$ cat src/rtl/arbitro_mux_memoria.sv
// ---------------------------------------------------------------------------
// arbitro_mux_memoria
//
// Round-robin arbiter / sequencer in front of the 2:1 memory mux. Each cycle
// it decides which of two 2-bit requesters is accepted, acknowledges it
// combinationally, and registers the accepted word, the mux selector and a
// valid flag. A burst limit keeps one source from starving the other, and a
// per-source grant counter supports comparative benches.
//
// Parameters
//   BURST  max consecutive grants to one source while the other is also
//          requesting (1..15)
//   CW     width of the per-source grant counters (wrap modulo 2^CW)
//
// Ports
//   clk        in   system clock, rising edge
//   reset_L    in   asynchronous active-low reset
//   valid0     in   source 0 has a word on data_in0
//   data_in0   in   source 0 data (2 bits)
//   valid1     in   source 1 has a word on data_in1
//   data_in1   in   source 1 data (2 bits)
//   ready_out  in   downstream accepts a word this cycle
//   ack0       out  source 0 accepted this cycle (combinational)
//   ack1       out  source 1 accepted this cycle (combinational)
//   selector   out  registered index of the last accepted source
//   data_out   out  registered accepted word, held when nothing is granted
//   valid_out  out  registered, 1 when data_out was loaded on the last edge
//   grants0    out  source 0 acceptance count
//   grants1    out  source 1 acceptance count
// ---------------------------------------------------------------------------
module arbitro_mux_memoria #(
  parameter int BURST = 4,
  parameter int CW    = 4
) (
  input  logic          clk,
  input  logic          reset_L,
  input  logic          valid0,
  input  logic [1:0]    data_in0,
  input  logic          valid1,
  input  logic [1:0]    data_in1,
  input  logic          ready_out,
  output logic          ack0,
  output logic          ack1,
  output logic          selector,
  output logic [1:0]    data_out,
  output logic          valid_out,
  output logic [CW-1:0] grants0,
  output logic [CW-1:0] grants1
);

  localparam logic [3:0] BURST_C = 4'(BURST);

  typedef enum logic [1:0] {
    IDLE   = 2'd0,
    SERVE0 = 2'd1,
    SERVE1 = 2'd2
  } state_t;

  // Registered state
  state_t       state_q;
  logic [3:0]   bcnt_q;
  logic         selector_q;
  logic [1:0]   data_out_q;
  logic         valid_out_q;

  // Next-state values used on a grant
  state_t       state_d;
  logic [3:0]   bcnt_d;

  // Arbitration decision
  logic         grant_any;   // some source is accepted this cycle
  logic         grant_src;   // which one (meaningful only with grant_any)
  logic         burst_done;  // current owner has used up its burst
  logic         same_owner;  // grant goes to the current owner
  logic [1:0]   ack_w;
  logic [CW-1:0] grants_w [2];

  // Reset is folded in so acks drop immediately while reset_L is low.
  assign grant_any  = reset_L & ready_out & (valid0 | valid1);
  assign burst_done = (bcnt_q >= BURST_C);

  always_comb begin
    grant_src = 1'b0;
    if (valid0 && !valid1) begin
      grant_src = 1'b0;
    end else if (!valid0 && valid1) begin
      grant_src = 1'b1;
    end else begin
      // Both (or neither) valid: keep the owner until its burst is used,
      // then hand over. From IDLE source 0 wins.
      case (state_q)
        SERVE0:  grant_src = burst_done;
        SERVE1:  grant_src = ~burst_done;
        default: grant_src = 1'b0;
      endcase
    end
  end

  always_comb begin
    same_owner = ((state_q == SERVE0) && !grant_src) ||
                 ((state_q == SERVE1) &&  grant_src);
    state_d    = grant_src ? SERVE1 : SERVE0;
    bcnt_d     = 4'd1;
    if (same_owner) begin
      // Saturate so an owner served alone for a long time still reads as
      // "burst used" and yields on the first competing request.
      bcnt_d = burst_done ? BURST_C : (bcnt_q + 4'd1);
    end
  end

  generate
    for (genvar gi = 0; gi < 2; gi++) begin : gen_src
      logic [CW-1:0] cnt_q;

      assign ack_w[gi] = grant_any & (grant_src == 1'(gi));

      always_ff @(posedge clk or negedge reset_L) begin
        if (!reset_L) begin
          cnt_q <= '0;
        end else if (ack_w[gi]) begin
          cnt_q <= cnt_q + 1'b1;
        end
      end

      assign grants_w[gi] = cnt_q;
    end
  endgenerate

  // Arbiter FSM with its registered outputs
  always_ff @(posedge clk or negedge reset_L) begin
    if (!reset_L) begin
      state_q     <= IDLE;
      bcnt_q      <= 4'd0;
      selector_q  <= 1'b0;
      data_out_q  <= 2'b00;
      valid_out_q <= 1'b0;
    end else if (ready_out) begin
      if (grant_any) begin
        state_q     <= state_d;
        bcnt_q      <= bcnt_d;
        selector_q  <= grant_src;
        data_out_q  <= grant_src ? data_in1 : data_in0;
        valid_out_q <= 1'b1;
      end else begin
        // Nobody requesting: ownership lapses, data and selector hold.
        state_q     <= IDLE;
        bcnt_q      <= 4'd0;
        valid_out_q <= 1'b0;
      end
    end else begin
      // Backpressure: freeze arbitration, only the valid flag drops.
      valid_out_q <= 1'b0;
    end
  end

  assign ack0      = ack_w[0];
  assign ack1      = ack_w[1];
  assign selector  = selector_q;
  assign data_out  = data_out_q;
  assign valid_out = valid_out_q;
  assign grants0   = grants_w[0];
  assign grants1   = grants_w[1];

endmodule

$ cat config.mk
export PLATFORM = sky130hd
export DESIGN_NAME = arbitro_mux_memoria
export DESIGN_NICKNAME = d
export VERILOG_FILES = /design/src/rtl/arbitro_mux_memoria.sv
export SDC_FILE = /design/constraint.sdc
export NUM_CORES = 1
export LEC_CHECK = 0
export CAP_MARGIN = 0
export CORE_ASPECT_RATIO = 1.5
export CORE_MARGIN = 3
export CORE_UTILIZATION = 25
export CTS_CLUSTER_DIAMETER = 100
export DETAILED_ROUTE_END_ITERATION = 16
export PLACE_DENSITY = 0.56
export SKIP_LAST_GASP = 1
export SLEW_MARGIN = 20
export SYNTH_ARGS = -nofsm -noshare
export SYNTH_HDL_FRONTEND = slang
export SYNTH_SLANG_ARGS = --single-unit
export TNS_END_PERCENT = 30
$ cat constraint.sdc
create_clock -name clk -period 4.9 [get_ports clk]
set_input_delay 0.49 -clock clk [delete_from_list [all_inputs] [get_ports clk]]
set_output_delay 0.49 -clock clk [all_outputs]
set_load 0.01 [all_outputs]
# --- Word level (Yosys, flattened, before mapping) ---
# Cells that the tools add are included.
# Widths: inputs -> output; s select.
totals:
  in_bits: 9
  elab_cells: 40
  ff_bits: 18
  output_inout_bits: 14
op_classes:
  n_reduce_logical: 9
  n_eq_ne: 2
  mux: 11
  bitwise: 7
  n_addsub: 3
  n_lt_le_gt_ge: 1
ops:
  columns: ["operator", "n"]
  rows:
  - ["$add 4x1->4 const B", 3]
  - ["$mux 4", 3]
  - ["$mux 2", 3]
  - ["$and 1x1->1", 4]
  - ["$ge 4x3->1 const B", 1]
  - ["$logic_and 1x1->1", 4]
  - ["$mux 1", 4]
  - ["$logic_not 1->1", 3]
  - ["$eq 2x1->1 const B", 1]
  - ["$eq 2x2->1 const B", 1]
  - ["$not 1->1", 2]
  - ["$pmux 1 s2", 1]
  - ["$reduce_and 2->1", 1]
  - ["$logic_or 1x1->1", 1]
  - ["$or 1x1->1", 1]

# --- Logic depth before layout (Yosys ltp) ---
depth:
  depth_word: 10
  depth_mapped: 5
  mapped_depth_nobuf: 5

# --- Worst setup path after synthesis ---
# Ideal clock, no wire load.
synth_path:
  kind: "register to output"
  start: "register bcnt_q[2]"
  end: "output port ack0"
  slack_ns: 3.281
  path_stages_with_launch: 4
  t_arrival_ns: 1.129
  path_buffers: 0
  path_cell_list: "dfrtp_1 > or2_4 > a22oi_4 > o211a_4"
synth_between:
  elab_chain_len: 7
synth_rtl:
  columns: ["item", "line_no", "rtl"]
  rows:
  - ["from (decl)", "61", "logic [3:0] bcnt_q;"]
  - ["from (signal assigned)", "140", "bcnt_q <= bcnt_d;"]
  - ["$ge 4x3->1 (*)", "80", "assign burst_done = (bcnt_q >= BURST_C);"]
  - ["$not 1->1", "93", "SERVE1: grant_src = ~burst_done;"]
  - ["$pmux 1 s2 (*)", "91", "case (state_q)"]
  - ["$mux 1 (*)", "86", "end else if (!valid0 && valid1) begin"]
  - ["$mux 1 (*)", "84", "if (valid0 && !valid1) begin"]
  - ["$not 1->1 (*)", "115", "assign ack_w[gi] = grant_any & (grant_src == 1'(gi));"]
  - ["$and 1x1->1 (*)", "115", null]
  - ["to (decl)", "42", "output logic ack0,"]
# Every way passes the cells marked *; elsewhere a longest branch is shown, timed or not.

# --- Worst setup path after layout ---
layout_path:
  start: "input port reset_L"
  end: "output port ack1"
layout_between:
  elab_chain_len: 3
layout_rtl:
  columns: ["item", "line_no", "rtl"]
  rows:
  - ["from (decl)", "36", "input logic reset_L,"]
  - ["$and 1x1->1 (2 in a row)", "79", "assign grant_any = reset_L & ready_out & (valid0 | valid1);"]
  - ["$and 1x1->1", "115", null]
  - ["to (decl)", "43", "output logic ack1,"]
# No other way between the ends.

==> results <==
- The number of slew-limit violations in the final report was 0.
- On the final layout, the worst hold slack is 0.470 ns.
- In this run the cell area of the synthesized design comes to 878 sq um.
- The largest single stage delay on the critical path is 0.64 ns.
- For the final routed database, the setup TNS stands at 0 ns.
- The worst register-to-register path ends at grants0[1]$_DFFE_PN0P_.
- The sequential share of power is 0.436.
- The source-to-sink clock delay at the later pin of the worst-skew pair is around 0.25 ns.
- At the end of the flow, the number of nets in the layout was 113.
- In this run, CTS created clock tree buffers numbering 3.
- For this run, the register share of the synthesized area comes to 0.513.
- The die covers 4280 sq um.
- Setup repair after global routing left no endpoint under its margin.
- The share of total power in combinational logic is 0.334.
- The tool flagged a number of max-cap violations equal to 0.
- Based on the critical path, the design can be clocked at up to 360 MHz.
- Of the post-synthesis cell area, the part taken by muxes is 0.0484.
- CTS built an H-tree with a depth of 1.
- Summed over all layers, the routed wires come to 1730 um.
- The pre-antenna-repair detailed-routing pass consisted of 4 iterations.
- Counting buffers and inverters, the worst setup path is 4 cells deep.
- The die is 78.6 um tall.
- The critical path starts at reset_L.
- Synthesis inferred 18 register bits.
- The die is between 50 and 60 um wide.
- Of the total power, the share spent switching nets is 0.293.
- The TritonCTS sink count is 18.
- The aggregate global routing overflow is 0.
- For this design the top-level I/O count stands at 23.
- The worst path arrival time is between 2 and 2.5 ns.
- The number of global-route vias before repair is between 600 and 700.
- The initialized floorplan defines 25 standard-cell rows.
- Measured against its own limit, the worst slew margin works out to 0.769.
- The total power per unit cell area is 426 nW/um^2.
- In this run the register-to-register setup slack is ~3.2 ns.
- The number of cells on the worst reg-to-reg path is 4.
- The total internal power is around 360 uW.
- The cell sitting at the root of the clock tree is a clkbuf_8.
- The average detailed-routed wire length per instance is 12.3 um.
- The cts-stage hold buffer count is 0.
- The number of gates resized after cts is 0.
- In the routed layout, each cell is associated on average with a via count of between 4 and 5.
- The complex-gate fraction of the synthesized area is 0.170.
- The startpoint identified for the worst register-to-register timing path is bcnt_q[2]$_DFFE_PN0P_.
- Between clock sinks in the finished design, the worst skew comes to 0.00148 ns.
- The final antenna diode count is 0.
- On the critical path the largest part of the delay comes from buffers and inverters.
- The clock-pin slew of the registers on the worst-case setup and hold paths is 0.07 ns.
- The count of nets left with antenna violations once routing finished came out at 0.
- Counting both buffers and inverters, the worst setup path holds a total of 2.
- After synthesis, the mean cell area works out to 12.0 sq um.
- The area growth from synthesis to layout is 37.9%.
- The share of synthesized area in the top cell type comes to 0.513.
- At the end of routability-driven placement, the weighted congestion stood at 0.748.
- The number of distinct library cells after synthesis is 30.
- The static leakage is 0.526 nW.
- After synthesis, the cell types taking the most area are dfrtp_1, ha_1, xor2_1.
- In the global route stage, overall resource usage came out at 0.0949.
- Of the total synthesized cell area, the portion taken by XOR and XNOR cells is 0.0698.
- The worst setup path is captured at a primary output.
- Port buffering added 22 buffers.
- Counting along the longest clock path gives a buffer depth of 2.
- The run finished with clean final reports.
- The largest net degree at the start of global routing is 14.
- The largest total area in the synthesized netlist belongs to dfrtp_1.
- The slew of the pin with the lowest slew margin is 0.347 ns.
- The first routing iteration left 3 violations.
- The worst setup path is launched from an input port.
- The total area inside the core boundary comes to 3250 sq um.
- The first-pass GRT wire length is 3070 um.
- The tightest min-delay check is of the reg -> reg type.
- The area share of fa/ha/maj cells after synthesis is 0.0584.
- The switching power summed over all nets is 151 uW.
- The largest vdd supply drop is 0.233 mV.
- Counting every net in the synthesized netlist gives 85.
- The kind of critical path is in -> out.
- TritonCTS built the clock tree.
- Of all nets on the critical path, the largest fanout is 8.
- In this run the post-CTS setup repair buffer count came out at 0.
- The simple-gate share of the synthesized area is 0.132.
- In this run the worst setup path terminates at ack1.
- Leaving out fill and tap cells, the most frequent cell in the layout is clkdlybuf4s50_1.
- The largest family of logic cells by synthesized area is compound AO/OA/AOI/OAI gates.
- The number of antenna violations at the first check in global routing is 0.
- Subtracting the final worst setup slack from the clock period gives 2.78 ns.
- The number of hold-slack violations in the final timing report came to 0.
- The final setup violation count is 0.
- Walking the worst path, the cells encountered are clkdlybuf4s50_1 -> nand2_1 -> a211oi_4 -> clkdlybuf4s50_1.
- The effective utilization at floorplan is 0.270.
- The final routed DRC violation total is 0.
- The via count is 634.
- The Yosys warning count is 0.
- The portion of total power attributed to the clock network is 0.230.
- The cell with the largest stage delay on the worst path is clkdlybuf4s50_1.
- The fraction of final layout cells sized beyond drive strength 1 is 0.160.
- In the finished design, the share of the clock period the worst path needs comes to 0.566.
- For the worst setup path, the data required time is 4.41 ns.
- Leaving out fill and tap cells, the most frequent cells in the layout are clkdlybuf4s50_1, dfrtp_1, nor2_1.
- The most common cell type on the critical path is clkdlybuf4s50_1.
- After technology mapping, the gate count stands at 73.
[metal layers]
| layer | track usage | vias to the layer above | routed length, um |
|---|---|---|---|
| met4 | 0.0224 | 0 | 12 |
| met3 | 0.0190 | 2 | 49 |
| met2 | 0.161 | 11 | 923 |
| li1 | - | 314 | - |
| met5 | 0 | - | 0 |
| met1 | 0.119 | 307 | 740 |
[state kept, by name (all words and copies together), names as in the netlist]
name / flops
bcnt_q: 4
grants0: 4
grants1: 4
data_out: 2
state_q: 2
selector: 1
valid_out: 1
[cell usage after synthesis]
cell and n:
or2_4 1, a211oi_4 1, a21oi_1 4, and2_1 1, nor3_2 1, xor2_1 4, nor2_1 9, nor2b_1 1
a221o_1 1, mux2i_1 2, maj3_4 1, nand3_1 2, o21ai_0 2, a2bb2oi_1 1, o21a_1 1, a311oi_1 1
ha_1 3, nand2_1 2, xnor2_1 3, inv_1 2, nand4_1 3, nor2b_2 1, o211a_4 1, o2bb2ai_1 1
mux2_2 2, a22oi_4 1, nor2_2 1, a21o_2 1, dfrtp_1 18, a21o_1 1
[final cells by class]
type | count | area (sq um)
Inverter | 2 | 7.51
Tap cell | 40 | 50.0
Sequential cell | 18 | 450
Clock buffer | 4 | 55.1
Multi-Input combinational cell | 53 | 420
Timing Repair Buffer | 23 | 228
Fill cell | 340 | 2040
[cells by family (layout without fill, tap and decap cells)]
| logic type | after synthesis | count (layout) |
|---|---|---|
| and+or+nand+nor | 22 | 22 |
| DFF | 18 | 18 |
| AOI/OAI and AO/OA | 16 | 16 |
| xor gates and xnor gates | 7 | 7 |
| adders and majority gates | 4 | 4 |
| muxes | 4 | 4 |
| buffers and inverters | 2 | 29 |
[through the flow]
stage	cells	instance area (sq um)	util	setup slack (ns)	power, mW
floorplan	73	878	-	3.28	0.298
global placement	136	1160	0.355	2.13	0.399
detailed placement	136	1160	0.355	2.09	0.401
CTS	140	1210	0.372	2.08	0.526
global route	140	1210	0.372	1.98	0.552
finish	140	1210	0.372	2.12	0.515
[power groups by stage]
stage | combinational, mW | sequential [mW] | clock (mW)
final | 0.172 | 0.225 | 0.119
after global routing | 0.190 | 0.232 | 0.130
after CTS | 0.177 | 0.227 | 0.122
after detailed placement | 0.173 | 0.228 | 0
after global placement | 0.172 | 0.228 | 0
after floorplan | 0.0568 | 0.242 | 0
[worst min-delay path by stage]
stage / startpoint / end / slack, ns / cells after the start
2_1_floorplan: reset_L / bcnt_q[0]$_DFFE_PN0P_ / 0.19 / 0
3_3_place_gp: grants0[3]$_DFFE_PN0P_ / grants0[3]$_DFFE_PN0P_ / 0.46 / 1
3_5_place_dp: grants0[3]$_DFFE_PN0P_ / grants0[3]$_DFFE_PN0P_ / 0.46 / 1
4_1_cts: grants0[3]$_DFFE_PN0P_ / grants0[3]$_DFFE_PN0P_ / 0.48 / 1
5_1_grt: grants0[3]$_DFFE_PN0P_ / grants0[3]$_DFFE_PN0P_ / 0.50 / 1
6_report: grants0[3]$_DFFE_PN0P_ / grants0[3]$_DFFE_PN0P_ / 0.47 / 1
Note: power is estimated with default switching activity, not from simulation.
==> edit: new RTL, same flow settings <==
`CW`: 4 -> 8.
--- a/src/rtl/arbitro_mux_memoria.sv
+++ b/src/rtl/arbitro_mux_memoria.sv
@@ -30,7 +30,7 @@
 // ---------------------------------------------------------------------------
 module arbitro_mux_memoria #(
   parameter int BURST = 4,
-  parameter int CW    = 4
+  parameter int CW    = 8
 ) (
   input  logic          clk,
   input  logic          reset_L,
Ports: changed (resized grants0 and grants1); port bits go from 23 to 31. No check against the original RTL was run, so the function may have changed too.
==> edit against the unedited design <==
- area after synthesis up 34%
- setup slack lost 0.17 ns
- power rose by 28%
- critical path depth unchanged
- design area is 34% higher
- routed wire length up 40%
- synthesized cell count is 34% higher
- via count rose by 38%
- sequential cell count rose by 8
- largest cell class unchanged
- largest power group unchanged
==> edit: results (changes against the unedited design) <==
* WP data arrival at 2.46 ns (+0.17 ns)
* Worst vdd ir at 0.0002066 V (-11%)
* Adder-cell area share of the yosys netlist at 3.198% (-2.6 points)
* RR Startpoint: bcnt_q[3]$_DFFE_PN0P_
* RR Endpoint: grants1[1]$_DFFE_PN0P_
* GRT Total Usage at 9.599% (+0.11 points)
* Met3 wire len at 115 um (+130%)
* Final worst slack at 1.953 ns (-0.1720 ns)
* Vias in the first global route at 872 (+25%)
* Hold Slack at 0.4722 ns (+0.001708 ns)
* Crit-path max FO at 10 (+2)
* Later-pin clock latency in the skew report at 0.27 ns (+0.02 ns)
* Wire per inst at 12.44 um (+0.89%)
* Pre-CTS WS at 1.944 ns (-0.1424 ns)
* Status: completed
* Synth cell count leaders: dfrtp_1, xnor2_1, nor2_1
* Worst hold start: grants1[7]$_DFFE_PN0P_
* Leak pwr at 0.6877 nW (+31%)
* WHS Endpoint: grants1[7]$_DFFE_PN0P_
* M1 GR Usage at 11.95% (about the same)
* R2R Setup Slk at 2.88 ns (-0.36 ns)
* Clock skew at 0.005646 ns (+0.004168 ns)
* Largest net degree at the start of global routing at 21 (+7)
* DR WL met2 at 1168 um (+27%)
* Post-layout nets at 145 (+28%)
* Compound-Gate Fraction of Synth Area at 9.701% (-7.3 points)
-- edit: cell count changes in the layout (fill, tap and decap cells not counted), moves of 3 or more --
cell	before	now
xnor2_1	3	12
dfrtp_1	18	26
clkdlybuf4s50_1	22	30
nand2_1	2	5
nand4_1	3	8
-- edit: report_power, final --
group          internal (mW)  leakage [nW]  total [mW]  switching (mW)
clock                  0.109        0.0357       0.174          0.0646
combinational          0.108         0.314       0.181          0.0728
sequential             0.255         0.338       0.307          0.0520
total                  0.472         0.688       0.662           0.189
-- edit: area by class of cell --
type | instances | area, sq um | area share, %
clock inverter | 1 | 30.03 | 1.848
sequential | 26 | 650.6 | 40.03
timing repair buffer | 31 | 307.8 | 18.94
multi-input combinational | 69 | 510.5 | 31.41
inverter | 2 | 7.507 | 0.4619
tap | 62 | 77.57 | 4.773
clock buffer | 3 | 41.29 | 2.540
-- edit: worst reg2reg max path: stages, from the launching register on --
cell and delay [ns]:
dfrtp_1 0.41, nor2_1 0.27, mux2_4 0.37, a211oi_4 0.48, mux2_1 0.39
